$ cat src/rtl/stream_mux_rr.sv
// N-to-1 packet stream multiplexer with a registered output stage.
// A grant is held for a whole packet; mode selects fixed (sel) or round-robin arbitration.
module stream_mux_rr #(
    parameter int WIDTH = 8,
    parameter int N     = 4,
    parameter int SELW  = (N > 1) ? $clog2(N) : 1
) (
    input  logic                 clk,
    input  logic                 rst_n,
    input  logic                 mode,
    input  logic [SELW-1:0]      sel,
    input  logic [N-1:0]         in_valid,
    input  logic [N*WIDTH-1:0]   in_data,
    input  logic [N-1:0]         in_last,
    output logic [N-1:0]         in_ready,
    output logic                 out_valid,
    output logic [WIDTH-1:0]     out_data,
    output logic                 out_last,
    output logic [SELW-1:0]      out_sel,
    input  logic                 out_ready
);

    // Handshake: a beat moves when valid and ready are both high at a rising edge;
    // valid never waits on ready, and ready is only offered to the granted channel.

    typedef enum logic {
        IDLE   = 1'b0,
        LOCKED = 1'b1
    } state_t;

    localparam logic [SELW:0] N_EXT = (SELW + 1)'(N);

    state_t            state_q, state_d;
    logic [SELW-1:0]   grant_q, grant_d;
    logic [SELW-1:0]   ptr_q, ptr_d;
    logic              out_valid_q, out_valid_d;
    logic [WIDTH-1:0]  out_data_q, out_data_d;
    logic              out_last_q, out_last_d;
    logic [SELW-1:0]   out_sel_q, out_sel_d;

    logic [WIDTH-1:0]  in_arr [N];
    logic [SELW-1:0]   rr_idx;
    logic [SELW-1:0]   rr_pick;
    logic              rr_found;
    logic              slot_free;
    logic              take;

    for (genvar k = 0; k < N; k++) begin : g_unpack
        assign in_arr[k] = in_data[k*WIDTH +: WIDTH];
    end

    // Search starts one past the last granted channel so every channel gets a turn.
    always_comb begin
        rr_idx   = '0;
        rr_pick  = '0;
        rr_found = 1'b0;
        for (int i = 1; i <= N; i++) begin
            rr_idx = SELW'((int'(ptr_q) + i) % N);
            if (!rr_found && in_valid[rr_idx]) begin
                rr_found = 1'b1;
                rr_pick  = rr_idx;
            end
        end
    end

    assign slot_free = !out_valid_q || out_ready;
    assign take      = (state_q == LOCKED) && slot_free && in_valid[grant_q];

    always_comb begin
        in_ready = '0;
        if (state_q == LOCKED && slot_free) begin
            in_ready[grant_q] = 1'b1;
        end
    end

    always_comb begin
        state_d     = state_q;
        grant_d     = grant_q;
        ptr_d       = ptr_q;
        out_valid_d = out_valid_q;
        out_data_d  = out_data_q;
        out_last_d  = out_last_q;
        out_sel_d   = out_sel_q;

        case (state_q)
            IDLE: begin
                if (!mode) begin
                    if (({1'b0, sel} < N_EXT) && in_valid[sel]) begin
                        state_d = LOCKED;
                        grant_d = sel;
                    end
                end else if (rr_found) begin
                    state_d = LOCKED;
                    grant_d = rr_pick;
                end
            end
            LOCKED: begin
                if (take && in_last[grant_q]) begin
                    state_d = IDLE;
                    ptr_d   = grant_q;
                end
            end
            default: state_d = IDLE;
        endcase

        if (take) begin
            out_valid_d = 1'b1;
            out_data_d  = in_arr[grant_q];
            out_last_d  = in_last[grant_q];
            out_sel_d   = grant_q;
        end else if (out_ready) begin
            out_valid_d = 1'b0;
        end
    end

    always_ff @(posedge clk or negedge rst_n) begin
        if (!rst_n) begin
            state_q     <= IDLE;
            grant_q     <= '0;
            ptr_q       <= SELW'(N - 1);
            out_valid_q <= 1'b0;
            out_data_q  <= '0;
            out_last_q  <= 1'b0;
            out_sel_q   <= '0;
        end else begin
            state_q     <= state_d;
            grant_q     <= grant_d;
            ptr_q       <= ptr_d;
            out_valid_q <= out_valid_d;
            out_data_q  <= out_data_d;
            out_last_q  <= out_last_d;
            out_sel_q   <= out_sel_d;
        end
    end

    assign out_valid = out_valid_q;
    assign out_data  = out_data_q;
    assign out_last  = out_last_q;
    assign out_sel   = out_sel_q;

endmodule

$ cat config.mk
export PLATFORM = sky130hd
export DESIGN_NAME = stream_mux_rr
export DESIGN_NICKNAME = d
export VERILOG_FILES = /design/src/rtl/stream_mux_rr.sv
export SDC_FILE = /design/constraint.sdc
export NUM_CORES = 1
export LEC_CHECK = 0
export ABC_AREA = 1
export BUFFER_PORTS_ARGS = -buffer_cell sky130_fd_sc_hd__clkbuf_2
export CAP_MARGIN = 20
export CELL_PAD_IN_SITES_DETAIL_PLACEMENT = 1
export CELL_PAD_IN_SITES_GLOBAL_PLACEMENT = 2
export CORE_ASPECT_RATIO = 1.75
export CORE_MARGIN = 2
export CORE_UTILIZATION = 22
export CTS_CLUSTER_SIZE = 30
export DETAILED_ROUTE_END_ITERATION = 16
export PLACE_DENSITY = 0.84
export SLEW_MARGIN = 20
export SYNTH_ARGS = -nofsm -noshare
export SYNTH_HDL_FRONTEND = slang
export SYNTH_SLANG_ARGS = --single-unit
$ cat constraint.sdc
create_clock -name clk -period 1.53 [get_ports clk]
set_input_delay 0.153 -clock clk [delete_from_list [all_inputs] [get_ports clk]]
set_output_delay 0.153 -clock clk [all_outputs]
set_load 0.02 [all_outputs]
After elaboration in Yosys (flattened, before gate mapping)
Index checks and enable logic that the tools add are counted.
{"block": "classes", "shifts": 0, "addsub": 4, "n_div": 0, "muxes": 38, "eq_ne": 1, "bitwise_logic": 2, "order_cmp": 8, "reduce_logical": 16, "mul": 0}
{"cell": "2-bit by 3-bit < comparator with 1-bit output, second input constant", "count": 6}
{"cell": "1-bit two-way mux", "count": 18}
{"cell": "8-bit binary-select mux with 2-bit select", "count": 1}
{"cell": "8-bit two-way mux", "count": 2}
{"cell": "1-bit binary-select mux with 2-bit select", "count": 7}
{"cell": "2-bit two-way mux", "count": 7}
{"cell": "1-bit logical AND", "count": 7}
{"cell": "2-bit by 1-bit adder with 2-bit output, second input constant", "count": 2}
{"cell": "2-bit adder, second input constant", "count": 2}
{"cell": "1-bit zero test", "count": 4}
{"cell": "4-bit two-way mux", "count": 1}
{"cell": "2-bit nonzero test", "count": 2}
{"cell": "3-bit >= comparator, second input constant", "count": 1}
{"cell": "2-bit inverter with 3-bit output", "count": 1}
{"cell": "3-bit AND reduction", "count": 1}
{"cell": "1-bit demux with 2-bit select", "count": 1}
{"cell": "2-bit by 1-bit >= comparator with 1-bit output, second input constant", "count": 1}
{"cell": "2-bit by 1-bit inequality test with 1-bit output, second input constant", "count": 1}
{"cell": "1-bit case mux with 2 select lines", "count": 1}
{"cell": "2-bit AND reduction", "count": 1}
{"cell": "1-bit logical OR", "count": 1}
{"cell": "1-bit inverter", "count": 1}
{"block": "totals", "output_inout_bits": 16, "n_memories": 0, "mem_bits_ro": 0, "latchBits": 0, "ram_bits": 0, "in_bits": 46, "register_bits": 17}

Depth between registers and ports, before layout
{"block": "logic_depth", "ltp_word": 16, "depth_mapped": 12, "ltp_nobuf": 11}

Worst setup path before layout
OpenSTA, ideal clock, no wires.
{"block": "synth_timing", "kind": "register to register", "from": "register ptr_q[1]", "to": "register grant_q[1]", "arrival_ns": 1.328, "stages_incl_launch_ff": 13, "t_required_ns": 1.414, "setup_ns": 0.116, "path_slack_ns": 0.086, "cell_sequence": "dfstp_2 > buf_4 > inv_2 > nand2_1 > nand2_1 > nand2_2 > nand2_2 > nor2_4 > nand3_2 > nand2_2 > nor2_1 > nand2_1 > nand2_1"}
{"block": "synth_via", "elab_chain_len": 15, "elab_cells_between_ends": 30, "cone_classes": "add/sub: 4; eq/ne: 1; mux: 18; reduce/logical: 7"}
{"element": "start, declared", "line": "35", "text": "logic [SELW-1:0] ptr_q, ptr_d;"}
{"element": "start signal, assigned", "line": "120", "text": "ptr_q <= SELW'(N - 1);"}
{"element": "start signal, assigned", "line": "128", "text": "ptr_q <= ptr_d;"}
{"element": "2-bit by 1-bit adder with 2-bit output", "line": "58", "text": "rr_idx = SELW'((int'(ptr_q) + i) % N);"}
{"element": "1-bit binary-select mux with 2-bit select", "line": "59", "text": "if (!rr_found && in_valid[rr_idx]) begin"}
{"element": "1-bit two-way mux (not written as such)", "line": "59"}
{"element": "1-bit two-way mux", "line": "59"}
{"element": "1-bit zero test", "line": "59"}
{"element": "1-bit logical AND", "line": "59"}
{"element": "1-bit two-way mux", "line": "59"}
{"element": "1-bit zero test", "line": "59"}
{"element": "1-bit logical AND", "line": "59"}
{"element": "1-bit two-way mux", "line": "59"}
{"element": "1-bit zero test", "line": "59"}
{"element": "1-bit logical AND", "line": "59"}
{"element": "1-bit two-way mux / 2-bit two-way mux (equally long branches)", "line": "59"}
{"element": "2-bit by 1-bit inequality test with 1-bit output (no line) / 2-bit two-way mux (equally long branches)"}
{"element": "3-bit AND reduction (no line) / 2-bit two-way mux (equally long branches)"}
{"element": "end signal, assigned", "line": "127", "text": "grant_q <= grant_d;"}
{"element": "end, declared", "line": "34", "text": "logic [SELW-1:0] grant_q, grant_d;"}
Several ways; a longest one is shown, not always the timed one. The select of a mux whose other input is x is not followed.
A chain may end at the register's enable or synchronous reset.

Final worst setup path
{"block": "layout_timing", "from": "register ptr_q[0]", "to": "register grant_q[0]"}
Same word-level chain as after synthesis.

==> impl_metrics.tcl <==
set metrics [dict create \
    antenna_cells 0 \
    worst_pin_slew_ns 0.442 \
    chipWidth_um 63.3 \
    syn2layout_area_growth_pct 56.4 \
    violations "setup timing" \
    required_ns 1.68 \
    stdcell_count 352 \
    syn_avg_cell_area_sq_um 7.09 \
    status "complete, but fails checks" \
    tns_ns -0.0308 \
    vdd_ir_drop_max_mv 0.633 \
    cts-htree-levels 1 \
    cts-root-buf "clkbuf_8" \
    synthTopCellsByCount "nand2_1 (66), nand2_2 (16), dfrtp_1 (15), inv_1 (12), nand3_1 (12)" \
    synth_cells 191 \
    timing.rr.start "ptr_q[0]" \
    synth.most_common_cell "nand2_1" \
    dp_hpwl_mm 4.03 \
    rsz0062_at_grt "true" \
    first_iter_violations 47 \
    post_dp_cell_area_sq_mm 0.00185 \
    crit_slowest_cell "dfstp_2" \
    dp.cells 338 \
    syn_area_sq_mm 0.00136 \
    start_util_pct 22.9 \
    num_vias 1599 \
    arrival_ns 1.70 \
    hold_viol 0 \
    ys_types 26 \
    yosysTopAreaCell "dfrtp_1" \
    setup_violations 2 \
    clock_skew_ns 0.00411 \
    ios 62 \
    slowest_delay_ns 0.58 \
    r2r_slack_ns -0.02 \
    drive_gt1_share_pct 56.9 \
    wl_met1_mm 1.84 \
    hold_path_class "in2reg" \
    seq_area_frac_synth_pct 31.6 \
    synth_edf_count 0 \
    gp_congestion 0.806 \
    cp-end-kind "flip-flop" \
    fillCellCount 783 \
    core_area_sq_mm 0.00593 \
    clk_pin_slew_ns 0.07 \
    globalRouteOverflowTotal 0 \
    clkLatencyLatePin_ns 0.26 \
    min_to "out_valid" \
    cts.sinks 17 \
    path_cells "buf_6 -> nand2_1 -> nand2_2 -> nand2_1 -> nand2_2 -> inv_2 -> nand3_4 -> nand2_4 -> nor2_2 -> a21oi_2" \
    final_area_sq_mm 0.00212 \
    ys_ff_latch 17 \
    die_area_sq_mm 0.00683 \
    worst_slew_margin_rel_pct 70.5 \
    cap_violations 0 \
    fin_nets 321 \
    antenna_found_initial 0 \
    setup_ws_ns -0.0222 \
    cts_tree "done" \
    grt_pass1_vias 1771 \
    dr_wl_met3_um 233 \
    p_leak_nw 1.10 \
    dr.pass1.iters 4 \
    cts.path.max_buffers 2 \
    rows 37 \
    async_reset_ff_share_pct 100 \
    fin_util_pct 35.8 \
    io_buffer_count 61 \
    critPathMaxFanout 4 \
    hp-start "out_ready" \
    viasPerCell 4.54 \
    synth_area_leaders "dfrtp_1 (28%), nand2_1 (18%), nand2_2 (7.4%)" \
    period_share_pct 101 \
    avgRoutedWirePerCell_um 14.4 \
    drc 0 \
    fmax_mhz 644 \
    grt_pass1_wl_mm 8.36 \
    timing.hold.ws_ns 0.0744 \
    syn_nets 237 \
    die_h_um 108 \
    layout_min_cycle_time_ns 1.55 \
    wirelength_mm 5.07 \
    p_per_area_mw_per_mm2 2170 \
    synth_ff_type "dfrtp_1" \
    grt_use_total_pct 15.6 \
    holdPathStages 2 \
    yosysWarnings 0 \
    cp-start-kind "flip-flop" \
    cts_buffers 3 \
    reg2reg_depth 10 \
    detail-route-antenna-nets 0 \
    r2r_end "grant_q[0]" \
    grt_max_degree 18 \
    drv_slew 0 \
    top_layer "met4" \
    synth_top_area_share_pct 27.7 \
    dr_wl_met2_mm 2.80 \
    path_class "reg2reg" \
]
## worst max-delay path, delay by kind of cell (launching register included)
| kind | cells | cell delay [ns] |
|---|---|---|
| buffers and inverters | 2 | 0.19 |
| DFF | 1 | 0.58 |
| AOI/OAI and AO/OA | 1 | 0.06 |
| and+or+nand+nor | 7 | 0.60 |
## placed cells by master, fill, tap and decap left out
cell type,count
a21oi_1,10
nand3_1,6
inv_2,3
buf_12,3
o21ai_2,10
nand4_1,5
clkbuf_2,60
dlygate4sd3_1,1
nand3b_1,1
a21oi_2,2
nand2_2,23
a221oi_1,8
o221ai_4,1
nand3_4,1
o21ai_1,2
dfrtp_2,2
nand3_2,6
nand2_1,53
buf_4,21
nor2_2,2
dfstp_2,2
nand2_4,7
nor2_1,7
clkbuf_8,3
clkbuf_1,1
inv_4,3
dfrtp_1,13
a22oi_2,1
nor3_2,1
buf_6,2
nor2_4,3
inv_1,11
## kinds of logic (layout without fill, tap and decap cells)
logic type	after synthesis	count (layout)	share of synthesized area [%]
AND/OR/NAND/NOR	115	115	39.3
flip-flops	17	17	31.6
AO/OA/AOI/OAI	34	34	19.1
buffers and inverters	25	108	9.97
## report_power, final
group	internal (W)	total, W	switching [W]	leakage, nW
registers	0.000689	0.000903	0.000214	0.204
clock network	0.000185	0.000342	0.000157	0.0228
logic	0.00140	0.00335	0.00195	0.874
## metal layers
layer	vias up	GRT usage, %
li1	792	-
met1	743	15.8
met2	53	30.7
met3	11	1.46
met4	0	7.76
met5	-	0
## state kept, by name (all words and copies together), names as in the netlist
signal,count
grant_q,2
out_valid,1
out_last,1
ptr_q,2
out_sel,2
out_data,8
state_q,1
## stage by stage
step / setup slack [ns] / total power, W
2_1_floorplan: 0.0858 / 0.00281
3_3_place_gp: -0.0218 / 0.00376
3_5_place_dp: -0.0575 / 0.00380
4_1_cts: -0.00842 / 0.00441
5_1_grt: -0.0965 / 0.00497
6_report: -0.0222 / 0.00460
## repair_timing
item,in CTS,in global routing
setup endpoints to repair,15,17
pin swaps,4,9
hold buffers,1,0
buffers inserted,4,5
gates cloned,0,0
hold endpoints to repair,15,0
resized for setup,25,18
## layout make-up
cell class              count  area [sq um]  area share [%]
clock buffers               4          45.0            2.13
inverters                  17          71.3            3.36
multi-input cells         149           925            43.6
flip-flops and latches     17           430            20.3
well taps                  78          97.6            4.60
repair buffers             87           551            26.0
## worst max-delay path by stage
stage / start / endpoint / cells after the start
after floorplan: ptr_q[1] / grant_q[1] / 12
after global routing: ptr_q[0] / grant_q[1] / 11
final: ptr_q[0] / grant_q[0] / 10
after detailed placement: ptr_q[0] / grant_q[1] / 11
after global placement: ptr_q[0] / grant_q[1] / 10
after CTS: ptr_q[0] / grant_q[1] / 10
(Power assumes the default switching activity.)
